## config.mk

```make
export PLATFORM = sky130hd
export DESIGN_NAME = serial_adder
export DESIGN_NICKNAME = d
export VERILOG_FILES = /design/src/rtl/serial_adder.sv
export SDC_FILE = /design/constraint.sdc
export NUM_CORES = 1
export LEC_CHECK = 0
export CAP_MARGIN = 30
export CORE_MARGIN = 8
export CORE_UTILIZATION = 25
export DETAILED_ROUTE_END_ITERATION = 12
export HOLD_SLACK_MARGIN = 0.06
export PLACE_DENSITY = 0.41
export SLEW_MARGIN = 20
export SYNTH_ARGS = -nofsm -noshare
export SYNTH_HDL_FRONTEND = slang
export SYNTH_SLANG_ARGS = --single-unit
```

## constraint.sdc

```tcl
create_clock -name clk -period 1.8 [get_ports clk]
set_input_delay 0.45 -clock clk [delete_from_list [all_inputs] [get_ports clk]]
set_output_delay 0.45 -clock clk [all_outputs]
set_load 0.1 [all_outputs]
```

## src/rtl/serial_adder.sv

```systemverilog
// ----------------------------------------------------------------------------
// serial_adder
//
// Bit-serial, LSB-first two's-complement adder. One full-adder cell and one
// carry flop process a single bit per clock, so an addition costs WIDTH
// RUN cycles plus one DONE cycle. Intended for slow control paths where
// area matters more than latency (e.g. address/offset accumulation).
//
// Handshake: a request is accepted on any rising edge where the FSM is IDLE
// and start=1; a/b/cin are captured on that same edge. busy is high from the
// accepting edge until the edge that leaves DONE. done is a one-cycle pulse
// during which sum/cout/ovf are valid. Results stay stable after done until
// the next completion or a reset. start while busy is dropped, not queued.
//
// Ports:
//   clk    in   1      rising-edge clock
//   rst    in   1      synchronous, active-high reset (dominates everything)
//   start  in   1      request to begin an addition, sampled only in IDLE
//   a      in   WIDTH  operand A, captured on the accepting edge
//   b      in   WIDTH  operand B, captured on the accepting edge
//   cin    in   1      carry-in, captured on the accepting edge
//   busy   out  1      high while a request is in RUN or DONE
//   done   out  1      one-cycle pulse, sum/cout/ovf valid
//   sum    out  WIDTH  registered a+b+cin mod 2^WIDTH
//   cout   out  1      carry out of bit WIDTH-1
//   ovf    out  1      signed overflow (carry into MSB xor carry out of MSB)
//
// All outputs are driven from flops (busy/done decode the state register),
// so there is no combinational path from any input to any output.
// ----------------------------------------------------------------------------
module serial_adder #(
    parameter int WIDTH = 8
) (
    input  logic             clk,
    input  logic             rst,
    input  logic             start,
    input  logic [WIDTH-1:0] a,
    input  logic [WIDTH-1:0] b,
    input  logic             cin,
    output logic             busy,
    output logic             done,
    output logic [WIDTH-1:0] sum,
    output logic             cout,
    output logic             ovf
);

    // Counter width: a 1-bit counter still works for WIDTH=1 (only value 0).
    localparam int CW = (WIDTH > 1) ? $clog2(WIDTH) : 1;
    localparam logic [CW-1:0] LAST_BIT = CW'(WIDTH - 1);

    typedef enum logic [1:0] {
        IDLE = 2'd0,
        RUN  = 2'd1,
        DONE = 2'd2
    } state_t;

    // state is kept as a named signal so checkers can bind to it directly.
    state_t state;
    state_t state_next;

    // Datapath registers
    logic [WIDTH-1:0] a_sh;
    logic [WIDTH-1:0] b_sh;
    logic [WIDTH-1:0] sum_sh;
    logic             carry;
    logic [CW-1:0]    bit_cnt;

    // Full-adder cell and derived signals
    logic             fa_s;
    logic             fa_c;
    logic             last_bit;
    logic             accept;
    logic [WIDTH-1:0] s_msb;
    logic [WIDTH-1:0] sum_shifted;

    // ------------------------------------------------------------------------
    // Full-adder cell on the current LSBs and the carry flop.
    // ------------------------------------------------------------------------
    always_comb begin
        fa_s     = a_sh[0] ^ b_sh[0] ^ carry;
        fa_c     = (a_sh[0] & b_sh[0]) | (carry & (a_sh[0] ^ b_sh[0]));
        last_bit = (bit_cnt == LAST_BIT);
    end

    // ------------------------------------------------------------------------
    // Sum shift register input: the new bit enters at the MSB and everything
    // moves one place right. After WIDTH shifts bit i of the result has
    // landed in position i. Built with a mask rather than a concatenation so
    // the expression stays legal for WIDTH=1.
    // ------------------------------------------------------------------------
    always_comb begin
        s_msb            = '0;
        s_msb[WIDTH-1]   = fa_s;
        sum_shifted      = (sum_sh >> 1) | s_msb;
    end

    // ------------------------------------------------------------------------
    // FSM state register
    // ------------------------------------------------------------------------
    always_ff @(posedge clk) begin
        if (rst) begin
            state <= IDLE;
        end else begin
            state <= state_next;
        end
    end

    // ------------------------------------------------------------------------
    // FSM next-state and outputs
    // ------------------------------------------------------------------------
    always_comb begin
        state_next = state;
        busy       = 1'b0;
        done       = 1'b0;
        accept     = 1'b0;
        case (state)
            IDLE: begin
                if (start) begin
                    accept     = 1'b1;
                    state_next = RUN;
                end
            end
            RUN: begin
                busy = 1'b1;
                if (last_bit) begin
                    state_next = DONE;
                end
            end
            DONE: begin
                busy       = 1'b1;
                done       = 1'b1;
                state_next = IDLE;
            end
            default: begin
                state_next = IDLE;
            end
        endcase
    end

    // ------------------------------------------------------------------------
    // Datapath: operand capture, bit-serial add, result load.
    // ------------------------------------------------------------------------
    always_ff @(posedge clk) begin
        if (rst) begin
            a_sh    <= '0;
            b_sh    <= '0;
            sum_sh  <= '0;
            carry   <= 1'b0;
            bit_cnt <= '0;
            sum     <= '0;
            cout    <= 1'b0;
            ovf     <= 1'b0;
        end else begin
            if (accept) begin
                a_sh    <= a;
                b_sh    <= b;
                sum_sh  <= '0;
                carry   <= cin;
                bit_cnt <= '0;
            end else if (state == RUN) begin
                a_sh    <= a_sh >> 1;
                b_sh    <= b_sh >> 1;
                sum_sh  <= sum_shifted;
                carry   <= fa_c;
                bit_cnt <= bit_cnt + CW'(1);
                if (last_bit) begin
                    // carry still holds the carry into the MSB on this edge.
                    sum  <= sum_shifted;
                    cout <= fa_c;
                    ovf  <= carry ^ fa_c;
                end
            end
        end
    end

endmodule

```

# --- Word-level counts from Yosys, hierarchy flattened ---
# Index checks and enable logic that the tools add are counted.
# W data, S select, Z words.
classes:
  addsub: 1
  eq_ne: 5
  n_mux: 13
  bitwise_logic: 8
  reduce_logical: 6
ops:
  columns: ["operator", "count"]
  rows:
  - ["$mux W8", 4]
  - ["$or A7 B8 Y8", 1]
  - ["$mux W1", 6]
  - ["$mux W2", 2]
  - ["$ne A2 B2 Y1 const B", 2]
  - ["$pmux W2 S2", 1]
  - ["$reduce_or A2 Y1", 2]
  - ["$add A3 B1 Y3 const B", 1]
  - ["$eq A3 B3 Y1 const B", 1]
  - ["$reduce_and A3 Y1", 1]
  - ["$xor A1 B1 Y1", 3]
  - ["$and A1 B1 Y1", 2]
  - ["$eq A2 B1 Y1 const B", 1]
  - ["$eq A2 B2 Y1 const B", 1]
  - ["$logic_not A2 Y1", 1]
  - ["$reduce_and A2 Y1", 1]
  - ["$reduce_bool A2 Y1", 1]
  - ["$not A1 Y1", 1]
  - ["$or A1 B1 Y1", 1]
totals:
  reg_bits: 40
  in_bits: 20
  out_inout_bits: 12
  wordCells: 42

# --- Depth between registers and ports, before layout ---
logic_depth:
  ltp_word: 5
  ltp_mapped: 6
  mapped_depth_nobuf: 5

# --- Least setup slack after synthesis ---
# No wires, ideal clock.
synth_timing:
  kind: "register to output"
  startpoint: "reg state[1]"
  endpoint: "out busy"
  arrival_ns: 1.232
  required_time_ns: 1.350
  path_slack_ns: 0.118
  path_stages_with_launch: 3
  path_cell_list: "dfxtp_1 inv_1 ha_1"
synth_via:
  elab_chain_cells: 3
synth_lines:
  columns: ["element", "line_no", "rtl"]
  rows:
  - ["start: declaration", "58", "state_t state;"]
  - ["start signal: assignment", "104", "state <= state_next;"]
  - ["$eq A2 B1 Y1 / $eq A2 B2 Y1 (equally long branches)", "116", "case (state)"]
  - ["$reduce_or A2 Y1 (no source line) *", null, null]
  - ["$mux W1 *", "116", null]
  - ["end: declaration", "40", "output logic busy,"]
# Mark *: on every way between the ends. The rest lies on a longest branch, timed or not.

# --- Final worst setup path ---
# Ends and elaborated chain as after synthesis.

==> summary.txt <==
Run status
  – Run status: completed

Timing
  – Hold Violations, Final: 0
  – Period utilisation layout: a little over nine tenths
  – Transition time at the pin with the least slew margin: between 0.3 and 0.4 ns
  – Number of pins with negative max-slew slack in the final report: 0
  – Max transition margin: around 76%
  – Min Tclk post-route: roughly 1.7 ns
  – Max Freq: between 500 and 600 MHz
  – Clock Skew: slightly above 0.002 ns
  – Count of endpoints failing setup in the final report: 0
  – Setup repair after global routing missed its margin: no
  – TNS Setup: 0 ns

Yosys
  – Number of distinct library cells after synthesis: 26
  – Share of synthesized area occupied by flip-flops and latches: 45.9%
  – Number of synthesis warnings: 0
  – Netlist Area Pre-Place: between 0.0015 and 0.002 mm2
  – Fraction of synthesized cell area taken by the top area cell type: roughly 46%
  – Post-synthesis register bit count: 39
  – Number of instances in the synthesized netlist: 175
  – Top cells by area, synth: dfxtp_1 (46%), mux2i_1 (14%), a211oi_1 (6.6%)
  – Number of nets produced by synthesis: roughly 200
  – Cell type with the highest aggregate area in the netlist: dfxtp_1
  – Mapped Avg Cell Area: ~10 um2

Placement
  – Routability congestion estimate from global placement: between 0.6 and 0.7
  – Post-DP HPWL: 2710 um
  – Count of buffers from port buffering: 31

Global routing
  – Antenna violations before repair: 0
  – Via count of the first global-routing pass: around 1.4k
  – Global-route wire length before repair: 6390 um
  – Overall fraction of global-route tracks in use: under 10%
  – Pin count of the biggest net entering global routing: 36
  – GRT Residual Overflow: 0

Floorplan
  – Floorplan row count: 30
  – Starting density of the core: 25.5%
  – Floorplan Core Area: 0.00668 mm2
  – Chip height: 98.5 um
  – Overall die area: approximately 0.0097 mm2
  – I/O pin count: 32
  – Die W: approximately 99 um

Route
  – Total met2 wirelength after detailed routing: 1740 um
  – 1st-pass router iterations: 4
  – DRC viols: 0
  – Number of DRC violations after detailed-routing iteration 0: 20
  – Top layer used by detailed routing: met4
  – Met3 wire length: around 220 um
  – Routed Antenna Nets: 0
  – Overall routed net length: 3700 um
  – Routed length per placed instance: around 13 um
  – Vias/cell: 4.50
  – Post-route met1 wirelength: 1720 um
  – Vias: around 1.3k

Clock network
  – Cts-stage hold buffer count: 0
  – Count of cells resized by post-cts repair: 0
  – Root buffer cell: clkbuf_8
  – CTS tree: built
  – Sinks on the clock net: 39
  – Number of buffers created by CTS: 5
  – Clock latency on the worst-skew pair: approximately 0.29 ns
  – Clock tree buffer depth: 2
  – Clock slew seen by the registers of the worst setup and hold paths: about 0.08 ns
  – Number of post-CTS setup repair buffers: 0
  – H-Tree Level Count: 2

Flow run
  – Max Cap Viol: 0

Layout
  – # diodes: 0
  – Final-stage net count: about 230
  – Filler cell count: about 680
  – Area added between synthesis and finish: 37.2%
  – Sequential cell area: 781 um2
  – Ratio of cells with drive above 1 in the final layout: roughly 14%
  – Total area of multi-input combinational cells: between 800 and 900 um2

Critical path
  – CP required: around 1.4 ns
  – Data arrival, critical path: approximately 1.3 ns
  – Worst Path Class, Setup: flop to output pin
  – Maximum net fanout on the critical path: 3
  – Crit path launch type: flop
  – Endpoint type of the worst setup path: output pin

Hold path
  – Min-Delay Path Class: flop to flop

Pwr
  – Leakage component of the power: about 0.85 nW
  – VDD IR max: about 330 uV
  – Total power: 2.12 mW
  – Power Density: around 910 mW/mm2
-- layout by cell type, fill, tap and decap left out, drive strengths merged --
cell type,n
bufinv,1
a311oi,1
mux2i,24
nor2,25
nand3,10
a21o,1
a21oi,14
dfxtp,39
nand3b,2
inv,3
nand2b,3
xnor2,2
o21ai,9
clkinv,1
a211oi,16
clkdlybuf4s50,19
buf,19
fa,1
clkbuf,6
ha,6
and2,2
nand2,4
-- routing by layer --
layer  global-route usage (%)  up-vias
met4                     2.83        0
met5                        0        -
met3                     3.31        4
met2                     13.3       30
li1                         -      677
met1                     9.28      584
-- cell type report --
class / count / area share, %
multi-input cells: 120 / 35.0
flip-flops and latches: 39 / 33.4
repair buffers: 38 / 21.8
well taps: 80 / 4.29
clock buffers: 6 / 3.54
clock inverters: 2 / 1.50
inverters: 3 / 0.482
-- stage by stage --
| step | std cells | cell area [um2] | worst slack (ns) | utilization [%] | hold slack (ns) |
|---|---|---|---|---|---|
| 3_5_place_dp | 280 | 2220 | 0.0757 | 33.2 | 0.466 |
| 2_1_floorplan | 175 | 1700 | 0.118 | - | 0.443 |
| 5_1_grt | 288 | 2330 | 0.0245 | 34.9 | 0.493 |
| 6_report | 288 | 2330 | 0.0803 | 34.9 | 0.475 |
| 4_1_cts | 288 | 2330 | 0.0598 | 34.9 | 0.478 |
| 3_3_place_gp | 280 | 2220 | 0.133 | 33.2 | 0.468 |
-- critical path: stages, from the launching register on --
cell and delay, ns:
dfxtp_1 0.37, inv_1 0.10, ha_1 0.33, buf_12 0.18
-- sequential cells by signal, indices dropped and copies added, names as in the netlist --
signal   cells
a_sh         8
b_sh         8
bit_cnt      3
carry        1
cout         1
ovf          1
state        2
sum          8
sum_sh       7
-- worst paths after layout --
kind / slack [ns] / startpoint / cells after the start / end
setup reg to reg: 0.32 / state[1] / 6 / b_sh[6]
setup / recovery: 0.08 / state[1] / 3 / busy
hold reg to reg: 0.48 / sum_sh[1] / 2 / sum[0]
hold / removal: 0.48 / sum_sh[1] / 2 / sum[0]
-- kinds of logic after synthesis --
| logic type | count (synthesis) | share of synthesized area, % |
|---|---|---|
| fa+ha+maj | 7 | 5.59 |
| buf+inv | 16 | 6.10 |
| compound gates | 41 | 15.1 |
| flops | 39 | 45.9 |
| mux | 24 | 14.1 |
| simple gates | 46 | 12.2 |
| xor+xnor | 2 | 1.03 |
-- power breakdown --
group	internal (mW)	switching, mW	leakage (nW)
Sequential	0.917	0.0328	0.318
Combinational	0.197	0.214	0.467
Clock	0.449	0.314	0.0612
Total	1.56	0.561	0.846
-- cell usage after synthesis --
| cell | number |
|---|---|
| a211oi_1 | 15 |
| a211oi_2 | 1 |
| a21o_1 | 1 |
| a21oi_1 | 14 |
| a311oi_1 | 1 |
| and2_1 | 2 |
| buf_1 | 1 |
| buf_2 | 5 |
| buf_4 | 3 |
| buf_6 | 2 |
| buf_8 | 1 |
| clkbuf_1 | 1 |
| dfxtp_1 | 39 |
| fa_1 | 1 |
| ha_1 | 6 |
| inv_1 | 2 |
| inv_2 | 1 |
| mux2i_1 | 24 |
| nand2_1 | 3 |
| nand2_2 | 1 |
| nand2b_1 | 3 |
| nand3_1 | 10 |
| nand3b_1 | 2 |
| nor2_1 | 25 |
| o21ai_0 | 9 |
| xnor2_1 | 2 |
Note: power is estimated with default switching activity, not from simulation.
